==> config.mk <==
export PLATFORM = sky130hd
export DESIGN_NAME = input_event_ctrl
export DESIGN_NICKNAME = d
export VERILOG_FILES = /design/src/rtl/input_event_ctrl.sv
export SDC_FILE = /design/constraint.sdc
export NUM_CORES = 1
export LEC_CHECK = 0
export CORE_MARGIN = 3
export CORE_UTILIZATION = 56
export CTS_CLUSTER_DIAMETER = 200
export DETAILED_ROUTE_END_ITERATION = 8
export HOLD_SLACK_MARGIN = 0.12
export PLACE_DENSITY = 0.74
export SLEW_MARGIN = 20
export SYNTH_ARGS = -nofsm -noshare
export SYNTH_HDL_FRONTEND = slang
export SYNTH_SLANG_ARGS = --single-unit
==> constraint.sdc <==
create_clock -name clk_i -period 21.2 [get_ports clk_i]
set_clock_uncertainty 0.2 [all_clocks]
set_input_delay 4.24 -clock clk_i [delete_from_list [all_inputs] [get_ports clk_i]]
set_output_delay 4.24 -clock clk_i [all_outputs]
set_load 0.01 [all_outputs]
==> src/rtl/input_event_ctrl.sv <==
// Input event controller: synchronizes and debounces raw switch/button levels,
// latches enabled rising/falling edges as pending bits and raises a level irq.
// Latency: SYNC_STAGES + DEB_CYCLES to STATE, +1 to PEND, +1 to irq_o; bus reads 1 cycle. No backpressure.
module input_event_ctrl #(
    parameter int N_IN        = 20,
    parameter int DEB_CYCLES  = 1000000,
    parameter int SYNC_STAGES = 2
) (
    input  logic            clk_i,
    input  logic            rst_i,
    input  logic [N_IN-1:0] raw_i,
    input  logic            sel_i,
    input  logic            we_i,
    input  logic [3:0]      addr_i,
    input  logic [31:0]     wdata_i,
    output logic [31:0]     rdata_o,
    output logic            irq_o
);

    // Counter only needs to reach DEB_CYCLES-1: the DEB_CYCLES-th differing
    // cycle commits the new level instead of incrementing further.
    localparam int            CW       = (DEB_CYCLES > 1) ? $clog2(DEB_CYCLES) : 1;
    localparam logic [CW-1:0] CNT_LAST = CW'(DEB_CYCLES - 1);

    logic [N_IN-1:0] r_sync [SYNC_STAGES];
    logic [CW-1:0]   r_cnt  [N_IN];
    logic [N_IN-1:0] r_state;
    logic [N_IN-1:0] r_state_d;
    logic [N_IN-1:0] r_pend;
    logic [N_IN-1:0] r_rise_en;
    logic [N_IN-1:0] r_fall_en;
    logic [31:0]     r_rdata;
    logic            r_irq;

    logic [N_IN-1:0] w_sync;
    logic [N_IN-1:0] w_set;
    logic [N_IN-1:0] w_pend_clr;
    logic            w_aligned;
    logic            w_wr;
    logic [31:0]     w_rd_word;

    assign w_sync    = r_sync[SYNC_STAGES-1];
    assign w_aligned = (addr_i[1:0] == 2'b00);
    assign w_wr      = sel_i & we_i & w_aligned;

    // Edges are taken from the debounced level against its one-cycle-old copy,
    // so PEND lands exactly one cycle after STATE moves.
    assign w_set = (r_state & ~r_state_d & r_rise_en) | (~r_state & r_state_d & r_fall_en);

    assign w_pend_clr = (w_wr && addr_i[3:2] == 2'd1) ? wdata_i[N_IN-1:0] : '0;

    // Upper write-data bits have no register behind them.
    if (N_IN < 32) begin : g_unused
        logic w_unused_wdata;
        assign w_unused_wdata = ^wdata_i[31:N_IN];
    end

    // Metastability chain on every raw input.
    always_ff @(posedge clk_i or posedge rst_i) begin
        if (rst_i) begin
            for (int s = 0; s < SYNC_STAGES; s++) r_sync[s] <= '0;
        end else begin
            r_sync[0] <= raw_i;
            for (int s = 1; s < SYNC_STAGES; s++) r_sync[s] <= r_sync[s-1];
        end
    end

    // Per-input debounce: count consecutive differing cycles, commit on the last one.
    always_ff @(posedge clk_i or posedge rst_i) begin
        if (rst_i) begin
            for (int i = 0; i < N_IN; i++) r_cnt[i] <= '0;
            r_state   <= '0;
            r_state_d <= '0;
        end else begin
            r_state_d <= r_state;
            for (int i = 0; i < N_IN; i++) begin
                if (w_sync[i] != r_state[i]) begin
                    if (r_cnt[i] == CNT_LAST) begin
                        r_state[i] <= w_sync[i];
                        r_cnt[i]   <= '0;
                    end else begin
                        r_cnt[i] <= r_cnt[i] + 1'b1;
                    end
                end else begin
                    r_cnt[i] <= '0;
                end
            end
        end
    end

    // Pending bits: write-1-to-clear, but a same-cycle set takes priority.
    always_ff @(posedge clk_i or posedge rst_i) begin
        if (rst_i) begin
            r_pend <= '0;
        end else begin
            r_pend <= (r_pend & ~w_pend_clr) | w_set;
        end
    end

    // Edge enable registers; changing them never touches PEND.
    always_ff @(posedge clk_i or posedge rst_i) begin
        if (rst_i) begin
            r_rise_en <= '0;
            r_fall_en <= '0;
        end else if (w_wr) begin
            if (addr_i[3:2] == 2'd2) r_rise_en <= wdata_i[N_IN-1:0];
            if (addr_i[3:2] == 2'd3) r_fall_en <= wdata_i[N_IN-1:0];
        end
    end

    // Read mux; unaligned offsets read as zero.
    always_comb begin
        w_rd_word = '0;
        if (w_aligned) begin
            case (addr_i[3:2])
                2'd0:    w_rd_word = 32'(r_state);
                2'd1:    w_rd_word = 32'(r_pend);
                2'd2:    w_rd_word = 32'(r_rise_en);
                default: w_rd_word = 32'(r_fall_en);
            endcase
        end
    end

    // Registered read data, held between reads.
    always_ff @(posedge clk_i or posedge rst_i) begin
        if (rst_i) begin
            r_rdata <= '0;
        end else if (sel_i && !we_i) begin
            r_rdata <= w_rd_word;
        end
    end

    // Registered interrupt level.
    always_ff @(posedge clk_i or posedge rst_i) begin
        if (rst_i) begin
            r_irq <= 1'b0;
        end else begin
            r_irq <= |r_pend;
        end
    end

    assign rdata_o = r_rdata;
    assign irq_o   = r_irq;

endmodule
# Yosys cells after proc, flatten, opt, wreduce, memory -nomap -nowiden
# Cells that the tools add are included.
[word_totals] wordCells=194 input_bits=60 rom_bits=0 output_inout_bits=33 mem_count=0 register_bits=573 latchBits=0 ramBits=0
[classes] n_addsub=20 n_lt_le_gt_ge=0 reduce_logical=28 shifts=0 eq_ne=43 n_mul=0 n_bitwise=12 div=0 muxes=43
[op_table] cell="$mux W20" count=42
[op_table] cell="$add A20 B1 Y20 const B" count=20
[op_table] cell="$eq A20 B20 Y1 const B" count=20
[op_table] cell="$and A20 B20 Y20" count=5
[op_table] cell="$not A20 Y20" count=3
[op_table] cell="$pmux W20 S3" count=1
[op_table] cell="$reduce_and A2 Y1" count=22
[op_table] cell="$or A20 B20 Y20" count=2
[op_table] cell="$ne A1 B1 Y1" count=20
[op_table] cell="$reduce_or A20 Y1" count=1
[op_table] cell="$eq A2 B2 Y1 const B" count=2
[op_table] cell="$logic_not A2 Y1" count=2
[op_table] cell="$and A1 B1 Y1" count=2
[op_table] cell="$eq A2 B1 Y1 const B" count=1
[op_table] cell="$logic_and A1 B1 Y1" count=2
[op_table] cell="$logic_not A1 Y1" count=1

# Longest topological paths before layout
[depth] word_depth=7 ltp_mapped=7 mapped_depth_nobuf=5

# Worst setup path before layout
# OpenSTA, ideal clock, no wires.
[synth_path] kind="input to register" from="input addr_i[2]" to="register r_rise_en[0]" arrival_time_ps=5580 required_ps=20875 setup_ps=125 path_buffers=3 path_stages=5 slack_ps=15295 path_cell_list="clkbuf_1 > buf_2 > nand3b_1 > clkbuf_1 > mux2_2"
[synth_via] elab_chain_len=2
[synth_lines] element="start, declared" line_no="14" text="input logic [3:0] addr_i,"
[synth_lines] element="$eq A2 B2 Y1" line_no="106" text="if (addr_i[3:2] == 2'd2) r_rise_en <= wdata_i[N_IN-1:0];"
[synth_lines] element="$reduce_and A2 Y1 (no line)"
[synth_lines] element="end signal, assigned" line_no="106"
[synth_lines] element="end, declared" line_no="30" text="logic [N_IN-1:0] r_rise_en;"
# No other way between the ends.
# A chain may end at the register's enable or synchronous reset.

# Final worst setup path
[layout_path] from="input addr_i[1]" to="register r_fall_en[4]"
[layout_via] elab_chain_len=3
[layout_lines] element="$logic_not A2 Y1" line_no="43" text="assign w_aligned = (addr_i[1:0] == 2'b00);"
[layout_lines] element="$and A1 B1 Y1" line_no="44" text="assign w_wr = sel_i & we_i & w_aligned;"
[layout_lines] element="$reduce_and A2 Y1 (no line)"
[layout_lines] element="end signal, assigned" line_no="107" text="if (addr_i[3:2] == 2'd3) r_fall_en <= wdata_i[N_IN-1:0];"
[layout_lines] element="end, declared" line_no="31" text="logic [N_IN-1:0] r_fall_en;"
# No other way between the ends.

==> results.md <==
| Metric | This run | Unit |
|:---|:---|:---|
| Netlist Area Pre-Place | 0.0263 | mm2 |
| Width of the chip | 223 | um |
| Register area share after synthesis | 53.4 | % |
| Effective utilization at floorplan | 57.4 | % |
| Clock latency on the worst-skew pair | 0.62 | ns |
| Classification of the worst setup path | in -> reg | - |
| GRT overflow | 0 | - |
| GRT Overall Usage | 21.1 | % |
| Post-cts repair resize count | 0 | - |
| # clock sinks | 561 | - |
| Number of synthesized flops with an enable pin | 0 | - |
| Most used flip-flop cell after synthesis | dfrtp_1 | - |
| Measured slew at the worst slew-check pin | 0.986 | ns |
| Share of the synthesized area in compound gates (AO/OA/AOI/OAI) | 6.91 | % |
| Per-cell via count in the routed design | 5.85 | - |
| Largest net degree at the start of global routing | 194 | - |
| Area share of the leading cell type in the synthesized netlist | 53.4 | % |
| Switching power summed over all nets | 0.000511 | W |
| Largest cells by area after synthesis | dfrtp_1 53%, xnor2_1 6.3%, nor2_1 4.6% | - |
| Routed wirelength normalized by instance count | 16.1 | um |
| Final critical path time including I/O delays and setup | 6.17 | ns |
| TritonCTS clock tree | done | - |
| Filler Cell Count | 3579 | - |
| Number of warning messages in the yosys log | 0 | - |
| Worst-path fanout max | 14 | - |
| Cell breakdown of the critical path | clkdlybuf4s50_1 -> nor2_1 -> and3_1 -> nand3_1 -> buf_4 -> mux2_2 | - |
| Cts hold-fix bufs | 0 | - |
| Count of buffers from port buffering | 68 | - |
| Number of cell rows | 78 | - |
| Vert. Die Dim | 223 | um |
| Number of buffers inserted by post-CTS setup repair | 0 | - |
| Count of cells along the worst hold path | 0 | - |
| Critical Path Start Type | primary input | - |
| Highest clock rate | 162 | MHz |
| Core Box Area | 0.0459 | mm2 |
| FFs w/ async S/R, synth | 100 | % |
| Pwr/cell area | 78.7 | mW/mm2 |
| Mean area per synthesized cell | 10.5 | um2 |
| Number of nets with antenna violations after detailed routing | 0 | - |
| Reg power frac | 48.1 | % |
| Layout area overhead | 13.1 | % |
| Via count of the first global-routing pass | 18.5k | - |
| Post-Synthesis Cells | 2497 | - |
| Simple-gate share of the synthesized area | 22.6 | % |
| Post-Route Setup TNS | 0 | ns |
| Data arrival at the endpoint of the critical path | 6.46 | ns |
| DRC | 0 | - |
| CTS H-tree lvls | 2 | - |
| Setup repair after global routing missed its margin | no | - |
| Multiplexer share of the synthesized area | 4.28 | % |
| Detailed-route wire length | 52.1 | mm |
| Flops & latches, synth | 561 | - |
| Non-Filler Instances | 3234 | - |
| Proportion of power drawn by combinational gates | 4.4 | % |
| Count of endpoints failing hold in the final timing report | 0 | - |
| Nature of the critical path endpoint | register | - |
| Maximum count of clock buffers along a single path | 3 | - |
| Most common cell after layout, fill and taps aside | dfrtp_1 | - |
| Largest area contributor in the netlist | dfrtp_1 | - |
| Post-synthesis cell type count | 53 | - |
| Gpl congestion | 0.819 | - |
| Worst hold path type | reg -> reg | - |
| Dominant combinational cell family by area after synthesis | simple AND/OR/NAND/NOR gates | - |
| CP max stage cell | clkdlybuf4s50_1 | - |
| Share of the clock period used by the worst path | 29.1 | % |
| Switching power as a share of total power | 21.8 | % |
| # placed instances | 3124 | - |
| CTS root buf | clkbuf_16 | - |
| Top library cells by usage in the layout, fill and taps aside | 561 x dfrtp_1, 323 x nor2_1, 188 x xnor2_1 | - |
| Share of layout cells above drive strength 1 | 9.72 | % |
| Largest stage delay on the critical path | 0.44 | ns |
| Max-cap violations | 0 | - |
| Drt first pass iters | 5 | - |
| Worst-case vdd ir drop | 0.0798 | mV |
| Setup-failing EPs final | 0 | - |
| Die ar. | 0.0496 | mm2 |
| Net total in the final layout | 2665 | - |
| Internal Power | 0.00183 | W |
| Clock transition at the register clock pins on the worst setup and hold paths after CTS | 0.07 | ns |
| Clock network power share | 47.6 | % |
| Max-Slew Margin vs Limit | 34.3 | % |
| HPWL after DPL | 34.5 | mm |
| Vias post-DR | 18.9k | - |
| Adder-Cell Fraction of Synth Area | 0.951 | % |
| Global-route wire length before repair | 89.2 | mm |
| Cts bufs inserted | 58 | - |
| 1st-iter DRT viols | 1473 | - |
| Required @ worst endpoint | 21.49 | ns |
| Cell count of the worst reg-to-reg path | 5 | - |
| Run status | completed | - |
| Antenna violations before repair | 3 | - |
| Parity-gate share of the synthesized area counting xor and xnor cells | 9.42 | % |
| Hold Slack | 0.146 | ns |
| Leakage power of the design | 12.1 | nW |
| Post-layout power | 0.00234 | W |
| Slew Viols, Final | 0 | - |
| Top-Level Pins | 93 | - |
routing by layer:
| metal | global-route usage (%) | part of all wire [%] | wire length (um) |
|---|---|---|---|
| met2 | 35.1 | 49 | 25300 |
| met3 | 4.03 | 4.3 | 2220 |
| met4 | 5.43 | 2.1 | 1100 |
| met5 | 0 | 0.040 | 21 |
| met1 | 28.8 | 45 | 23500 |
sequential cells by signal, summed over array words and instances (netlist names):
signal,cells
w_sync,20
r_state,20
r_fall_en,20
r_pend,20
r_rise_en,20
irq_o,1
rdata_o,20
r_cnt,400
r_sync,20
r_state_d,20
worst max-delay path: cells and delay by family:
kind	cells	cell delay, ns
buffers and inverters	2	0.84
multiplexers	1	0.30
AND/OR/NAND/NOR	3	1.07
power groups by stage:
stage	Clock, W	Sequential, W	Combinational [W]
after floorplan	0	0.00114	0.0000723
after global placement	0	0.00114	0.000100
after detailed placement	0	0.00114	0.000103
after CTS	0.00114	0.00113	0.000104
after global routing	0.00119	0.00113	0.000115
final	0.00111	0.00113	0.000102
synth_stat cells, types with 12 or more instances:
master and n:
a22o_1 20, or4_1 49, nand2_1 156, mux4_2 20, and2_1 25, nand3_1 133, o21ai_0 80, or2_2 15
and3_1 19, nor2_1 323, ha_1 20, or3_1 54, inv_1 89, xnor2_1 188, dfrtp_1 561, nand4_1 95
buf_4 17, nor3_1 76, o31ai_1 24, a21oi_1 97, and4_1 23, clkbuf_1 30, a21o_1 22, mux2_2 60
buf_2 13, nor4b_1 12, xor2_1 95, nor4_1 76, nand3b_1 23
area by class of cell:
type	count	area (um2)	area share [%]
Clock inverter	34	517	1.74
Antenna cell	1	2.50	0.00841
Inverter	89	342	1.15
Tap cell	600	751	2.52
Clock buffer	74	1610	5.42
Multi-Input combinational cell	1794	11700	39.2
Timing Repair Buffer	81	818	2.75
Sequential cell	561	14000	47.2
final timing paths:
| path | from | slack [ns] | end |
|---|---|---|---|
| worst min register to register | r_sync[25] | 0.15 | w_sync[5] |
| worst max-delay path | addr_i[1] | 15.03 | r_fall_en[4] |
| worst max register to register | r_cnt[60] | 18.68 | r_cnt[74] |
| worst min-delay path | r_sync[25] | 0.15 | w_sync[5] |
| min in group asynchronous | rst_i | 4.00 | r_sync[32] |
| max in group asynchronous | rst_i | 15.33 | r_sync[33] |
logic make-up after synthesis:
logic type / Yosys count
AND/OR/NAND/NOR: 1128
flip-flops: 561
XOR/XNOR: 283
AO/OA/AOI/OAI: 271
buffers and inverters: 153
multiplexers: 80
adder cells (fa/ha/maj): 20
other: 1
per-stage QoR:
step | utilization (%) | instance area (um2) | setup WS, ns
after detailed placement | 60.2 | 27600 | 14.38
after global routing | 64.9 | 29800 | 14.93
after floorplan | - | 26400 | 1.07
final | 64.9 | 29800 | 15.03
after global placement | 60.1 | 27600 | 14.47
after CTS | 64.8 | 29700 | 15.07
Note: power is estimated with default switching activity, not from simulation.
